--- config.mk ---
export PLATFORM = sky130hd
export DESIGN_NAME = mnist_frame_ctrl
export DESIGN_NICKNAME = d
export VERILOG_FILES = /design/src/rtl/mnist_frame_ctrl.sv
export SDC_FILE = /design/constraint.sdc
export NUM_CORES = 1
export LEC_CHECK = 0
export CORE_MARGIN = 3
export CORE_UTILIZATION = 40
export DETAILED_ROUTE_END_ITERATION = 16
export PLACE_DENSITY_LB_ADDON = 0.25
export SYNTH_ARGS = -nofsm -noshare
export SYNTH_HDL_FRONTEND = slang
export SYNTH_SLANG_ARGS = --single-unit
--- constraint.sdc ---
create_clock -name sys_clk -period 2.2 [get_ports sys_clk]
set_input_delay 0.44 -clock sys_clk [delete_from_list [all_inputs] [get_ports sys_clk]]
set_output_delay 0.44 -clock sys_clk [all_outputs]
set_load 0.1 [all_outputs]
--- src/rtl/mnist_frame_ctrl.sv ---
// mnist_frame_ctrl: framed-protocol controller between uart_rx, the conv
// accelerator, uart_tx and the 595 display. A sync byte opens a frame, exactly
// IMG_W*IMG_H pixels are forwarded, the accelerator result is range-checked and
// a 3-byte response (header, class, checksum) is sent through a busy-aware TX
// handshake.
//
// Handshakes: rx_valid_i, acc_valid_i, pix_valid_o, tx_start_o and acc_flush_o
// are single-cycle strobes with no back-pressure. The only flow control is
// tx_busy_i. A byte is launched only while tx_busy_i is low. tx_data_o then holds
// its value until uart_tx drops tx_busy_i again.
module mnist_frame_ctrl #(
   parameter int          IMG_W       = 28,
   parameter int          IMG_H       = 28,
   parameter int          RESULT_W    = 32,
   parameter int          NUM_CLASSES = 10,
   parameter logic [7:0]  SYNC_BYTE   = 8'hAA,
   parameter logic [7:0]  RSP_HDR     = 8'h55,
   parameter int          TIMEOUT_CYC = 20000
) (
   input  logic                sys_clk,
   input  logic                sys_rst_n,
   input  logic [7:0]          rx_byte_i,
   input  logic                rx_valid_i,
   output logic [7:0]          pix_data_o,
   output logic                pix_valid_o,
   output logic                acc_flush_o,
   input  logic [RESULT_W-1:0] acc_result_i,
   input  logic                acc_valid_i,
   output logic [7:0]          tx_data_o,
   output logic                tx_start_o,
   input  logic                tx_busy_i,
   output logic [3:0]          disp_num_o,
   output logic                disp_valid_o,
   output logic                err_flag_o,
   output logic [1:0]          err_code_o,
   output logic [15:0]         frame_cnt_o,
   output logic [2:0]          state_o
);

   localparam int NPIX = IMG_W * IMG_H;
   localparam int PCW  = $clog2(NPIX + 1);
   localparam int TCW  = $clog2(TIMEOUT_CYC + 1);

   typedef enum logic [2:0] {
      S_IDLE      = 3'd0,
      S_RECV      = 3'd1,
      S_WAIT_RES  = 3'd2,
      S_SEND      = 3'd3,
      S_SEND_WAIT = 3'd4
   } state_t;

   state_t         state_q, state_d;
   logic [PCW-1:0] pix_cnt_q, pix_cnt_d;
   logic [TCW-1:0] tmo_cnt_q, tmo_cnt_d;
   logic [1:0]     idx_q, idx_d;
   logic           first_q, first_d;
   logic [7:0]     cls_byte_q, cls_byte_d;
   logic [7:0]     pix_data_q, pix_data_d;
   logic           pix_valid_q, pix_valid_d;
   logic           flush_q, flush_d;
   logic [7:0]     tx_data_q, tx_data_d;
   logic           tx_start_q, tx_start_d;
   logic [3:0]     disp_num_q, disp_num_d;
   logic           disp_valid_q, disp_valid_d;
   logic           err_flag_q, err_flag_d;
   logic [1:0]     err_code_q, err_code_d;
   logic [15:0]    frame_cnt_q, frame_cnt_d;
   logic [7:0]     pkt_byte;

   // Qualified events; a byte arriving on the terminal timeout cycle wins.
   logic sync_hit, pix_take, last_pix, tmo_hit, res_take, res_ok, send_go, send_done;
   assign sync_hit  = (state_q == S_IDLE) && rx_valid_i && (rx_byte_i == SYNC_BYTE);
   assign pix_take  = (state_q == S_RECV) && rx_valid_i;
   assign last_pix  = pix_take && (pix_cnt_q == PCW'(NPIX - 1));
   assign tmo_hit   = (state_q == S_RECV) && !rx_valid_i && (tmo_cnt_q == TCW'(TIMEOUT_CYC - 1));
   assign res_take  = (state_q == S_WAIT_RES) && acc_valid_i;
   assign res_ok    = acc_result_i < RESULT_W'(NUM_CLASSES);
   assign send_go   = (state_q == S_SEND) && !tx_busy_i;
   // The launch cycle is skipped because tx_busy_i only rises after it.
   assign send_done = (state_q == S_SEND_WAIT) && !first_q && !tx_busy_i;

   // State register.
   always_ff @(posedge sys_clk or negedge sys_rst_n) begin
      if (!sys_rst_n) state_q <= S_IDLE;
      else            state_q <= state_d;
   end

   // Next-state logic.
   always_comb begin
      state_d = state_q;
      case (state_q)
         S_IDLE:      if (sync_hit) state_d = S_RECV;
         S_RECV:      if (last_pix) state_d = S_WAIT_RES;
                      else if (tmo_hit) state_d = S_IDLE;
         S_WAIT_RES:  if (acc_valid_i) state_d = S_SEND;
         S_SEND:      if (send_go) state_d = S_SEND_WAIT;
         S_SEND_WAIT: if (send_done) state_d = (idx_q == 2'd2) ? S_IDLE : S_SEND;
         default:     state_d = S_IDLE;
      endcase
   end

   // Output and datapath next values.
   always_comb begin
      pix_cnt_d    = pix_cnt_q;
      tmo_cnt_d    = '0;
      idx_d        = idx_q;
      first_d      = send_go;
      cls_byte_d   = cls_byte_q;
      pix_data_d   = pix_data_q;
      pix_valid_d  = pix_take;
      flush_d      = tmo_hit;
      tx_data_d    = tx_data_q;
      tx_start_d   = send_go;
      disp_num_d   = disp_num_q;
      disp_valid_d = disp_valid_q;
      err_flag_d   = err_flag_q;
      err_code_d   = err_code_q;
      frame_cnt_d  = frame_cnt_q;

      case (idx_q)
         2'd0:    pkt_byte = RSP_HDR;
         2'd1:    pkt_byte = cls_byte_q;
         default: pkt_byte = RSP_HDR ^ cls_byte_q;
      endcase

      if (state_q == S_IDLE) pix_cnt_d = '0;
      if (sync_hit) begin
         err_flag_d = 1'b0;
         err_code_d = 2'b00;
      end
      if (pix_take) begin
         pix_cnt_d  = pix_cnt_q + 1'b1;
         pix_data_d = rx_byte_i;
      end
      if ((state_q == S_RECV) && !rx_valid_i && !tmo_hit) tmo_cnt_d = tmo_cnt_q + 1'b1;
      if (tmo_hit) begin
         pix_cnt_d  = '0;
         err_flag_d = 1'b1;
         err_code_d = 2'b01;
      end
      if (res_take) begin
         idx_d = 2'd0;
         if (res_ok) begin
            cls_byte_d   = {4'h0, acc_result_i[3:0]};
            disp_num_d   = acc_result_i[3:0];
            disp_valid_d = 1'b1;
            frame_cnt_d  = frame_cnt_q + 16'd1;
         end else begin
            cls_byte_d = 8'hEE;
            err_flag_d = 1'b1;
            err_code_d = 2'b10;
         end
      end
      if (send_go) tx_data_d = pkt_byte;
      if (send_done) idx_d = idx_q + 2'd1;
   end

   // Datapath and output registers.
   always_ff @(posedge sys_clk or negedge sys_rst_n) begin
      if (!sys_rst_n) begin
         pix_cnt_q    <= '0;
         tmo_cnt_q    <= '0;
         idx_q        <= 2'd0;
         first_q      <= 1'b0;
         cls_byte_q   <= 8'h00;
         pix_data_q   <= 8'h00;
         pix_valid_q  <= 1'b0;
         flush_q      <= 1'b0;
         tx_data_q    <= 8'h00;
         tx_start_q   <= 1'b0;
         disp_num_q   <= 4'h0;
         disp_valid_q <= 1'b0;
         err_flag_q   <= 1'b0;
         err_code_q   <= 2'b00;
         frame_cnt_q  <= 16'h0000;
      end else begin
         pix_cnt_q    <= pix_cnt_d;
         tmo_cnt_q    <= tmo_cnt_d;
         idx_q        <= idx_d;
         first_q      <= first_d;
         cls_byte_q   <= cls_byte_d;
         pix_data_q   <= pix_data_d;
         pix_valid_q  <= pix_valid_d;
         flush_q      <= flush_d;
         tx_data_q    <= tx_data_d;
         tx_start_q   <= tx_start_d;
         disp_num_q   <= disp_num_d;
         disp_valid_q <= disp_valid_d;
         err_flag_q   <= err_flag_d;
         err_code_q   <= err_code_d;
         frame_cnt_q  <= frame_cnt_d;
      end
   end

   assign pix_data_o   = pix_data_q;
   assign pix_valid_o  = pix_valid_q;
   assign acc_flush_o  = flush_q;
   assign tx_data_o    = tx_data_q;
   assign tx_start_o   = tx_start_q;
   assign disp_num_o   = disp_num_q;
   assign disp_valid_o = disp_valid_q;
   assign err_flag_o   = err_flag_q;
   assign err_code_o   = err_code_q;
   assign frame_cnt_o  = frame_cnt_q;
   assign state_o      = state_q;

endmodule
==> metrics.cfg <==
[logic_synthesis]
ys_ff_latch = 77
yosysMostFrequentCell = dfrtp_1
netlist_area_um2 = 3700
yosys_warnings = 0
syn_avg_cell_area_um2 = 9.96
synth_area_leader_cell = dfrtp_1
ys_top_cells_by_area = dfrtp_1, nand2_1, xor2_1, nor4_1, xnor2_1
syn_inst = 371
synth_edf_count = 0
synthTopCellsByCount = dfrtp_1, nand2_1, nor2_1
synth-main-ff-cell = dfrtp_1
yosysTopAreaCellShare_pct = 52.1
syn-num-nets = 422
yosysUniqueCellTypes = 51
synth-seq-area-share_pct = 52.1
async_flop_share_pct = 100

[floorplanning]
initial_core_util_pct = 41.8
fp.dieArea_um2 = 10400
rows = 34
die_h_um = 102
ios = 91
die_x_um = 102
coreArea_um2 = 8850

[clock_tree]
clk_pin_slew_worst_paths_ns = 0.08
cts_buffers = 9
root_buffer = clkbuf_8
cts_htree_levels = 3
cts.sink_count = 77
clk_path_buf_depth = 2
clock_latency_ns = 0.34
tritoncts = yes

[critical_path]
r2r-start = tmo_cnt_q[6]
required_ns = 2.43
critical_path.endpoint_type = flip-flop
crit_type = reg2reg
path_cells = or4_1, or4b_4, a211o_1, a211o_1
r2r-end = pix_cnt_q[3]
crit_path_start_kind = flip-flop
r2r_setup_slack_ns = 0.06
cp_max_fo = 3
arrival_ns = 2.37
reg2reg_depth = 4
cpMostUsedCell = a211o_1
max_stage_delay_ns = 0.52
cp_slowest_cell = or4b_4

[global_routing]
overflow = 0
grt_pass1_wl_um = 14800
grt_start_max_net_pins = 41
antenna_found_initial = 0
grtUsageTotal_pct = 17.8
grt_pass1_vias = 3156

[final_layout]
multiInputGateArea_um2 = 1680
stdcell_area_um2 = 5030
fin_cells = 597
area_growth_pct = 36.0
nets = 535
diodes = 0
regArea_um2 = 1930
fin_util_pct = 56.8
drive_gt1_share_pct = 22.1
fillerInstances = 780

[drt]
drc = 0
viasPerCell = 5.27
wl_per_cell_um = 14.5
drtPass1Iterations = 4
wirelength_um = 8680
drt_iter0_drc = 127
num_vias = 3147
antenna_left = 0

[placed_design]
hpwl_um = 6600
dpl-instance-area_um2 = 4790
placed_cells = 580
portBuffers = 90
gp_congestion = 0.804

[outcome]
status = complete, no violations

[pwr]
p_sw_mw = 1.50
power_density_nw_per_um2 = 801
p_sw_share_pct = 37.3
seqPwrFrac_pct = 40.4
p_clk_share_pct = 30.3
internal_power_mw = 2.52
peakVddDrop_v = 0.000560
power.leakage_nw = 2.38
comb_power_share_pct = 29.3

[sta]
fin_setup_tns_ns = 0
max_slew_margin_pct = 67.0
post-route-period-util_pct = 97.5
maxSlewViolCount = 0
rsz0062_at_grt = true
finalCriticalPeriod_ns = 2.14
holdWs_ns = 0.0639
hold_viol = 0
fmax_ghz = 0.466
fin_skew_ns = 0.0115
finalSetupViolations = 0
tightest_slew_ns = 0.495

[flow_run]
drv_cap = 0

[worst_hold_path]
hold_path_class = in2async

==> cell usage in the layout (no fill, tap or decap), types with 3 or more instances in the layout <==
cell / count
and2_1: 4
clkdlybuf4s50_1: 43
and4_1: 4
nand2_1: 56
nor2b_1: 3
or2_2: 3
o21ai_0: 7
o211ai_1: 5
nor2_1: 27
nor3_1: 12
or4_1: 4
clkbuf_8: 10
a21oi_1: 8
xnor2_1: 13
and3_1: 5
buf_4: 71
nand4_1: 14
dfrtp_1: 74
xor2_1: 18
a31oi_1: 4
mux2_2: 5
ha_1: 6
nand3_1: 15
nand2b_1: 4
nor4_1: 19
inv_1: 12
==> layer usage <==
layer  routed length [um]  GRT usage, %  vias up
li1                     -             -     1546
met1                 3990          23.6     1514
met2                 4150          28.4       79
met3                  407          3.82        8
met4                  133          7.06        0
met5                    0             0        -
==> cells by family after synthesis <==
family	share of synthesized area, %
AOI/OAI and AO/OA	8.09
xor gates and xnor gates	7.35
adders and majority gates	2.03
buffers and inverters	2.84
DFF	52.1
muxes	1.79
and+or+nand+nor	25.8
==> state kept, by name (all words and copies together) (netlist names), 2 cells and up <==
name,count
pix_cnt_q,10
pix_data_o,8
frame_cnt_o,16
idx_q,2
state_o,3
err_code_o,2
tx_data_o,7
cls_byte_q,5
tmo_cnt_q,15
disp_num_o,4
==> power groups by stage <==
stage / Clock, mW / Combinational, mW / Sequential [mW]
after floorplan: 0 / 0.223 / 2.26
after global placement: 0 / 1.18 / 1.65
after detailed placement: 0 / 1.19 / 1.65
after CTS: 1.25 / 1.19 / 1.62
after global routing: 1.33 / 1.26 / 1.64
final: 1.22 / 1.18 / 1.62
==> cell type report <==
cell class                      instances  share of cell area [%]
Sequential cell                        77                    38.5
Tap cell                              108                    2.69
Multi-Input combinational cell        268                    33.4
Clock buffer                           10                    2.74
Inverter                               12                   0.896
Timing Repair Buffer                  116                    20.0
Clock inverter                          6                    1.87
==> per-stage QoR <==
| step | setup WS (ns) | total power [mW] |
|---|---|---|
| after CTS | 0.00257 | 4.07 |
| after floorplan | -0.0162 | 2.48 |
| final | 0.0560 | 4.03 |
| after global placement | -0.00392 | 2.83 |
| after detailed placement | -0.104 | 2.84 |
| after global routing | -0.0289 | 4.23 |
==> worst max-delay path: cells and delay by family, from the launching register on <==
family / cells / cell delay, ns
AND/OR/NAND/NOR: 2 / 1.03
AO/OA/AOI/OAI: 2 / 0.62
flip-flops: 1 / 0.38
==> how the worst max path moves through the flow <==
stage / startpoint / endpoint / slack [ns] / cells after the start
6_report: tmo_cnt_q[6] / pix_cnt_q[3] / 0.06 / 4
5_1_grt: tmo_cnt_q[6] / pix_cnt_q[3] / -0.03 / 4
4_1_cts: tmo_cnt_q[8] / pix_cnt_q[3] / 0.003 / 4
3_5_place_dp: acc_result_i[16] / frame_cnt_o[7] / -0.10 / 6
3_3_place_gp: acc_result_i[16] / frame_cnt_o[15] / -0.004 / 6
2_1_floorplan: state_o[0] / pix_cnt_q[0] / -0.02 / 9
==> what timing repair did <==
action / CTS / global route
hold buffers: 0 / 0
gates resized for setup: 0 / 1
buffers inserted: 0 / 1
endpoints found under the setup margin: 0 / 4
No activity file was read; power rests on OpenSTA's default activity.
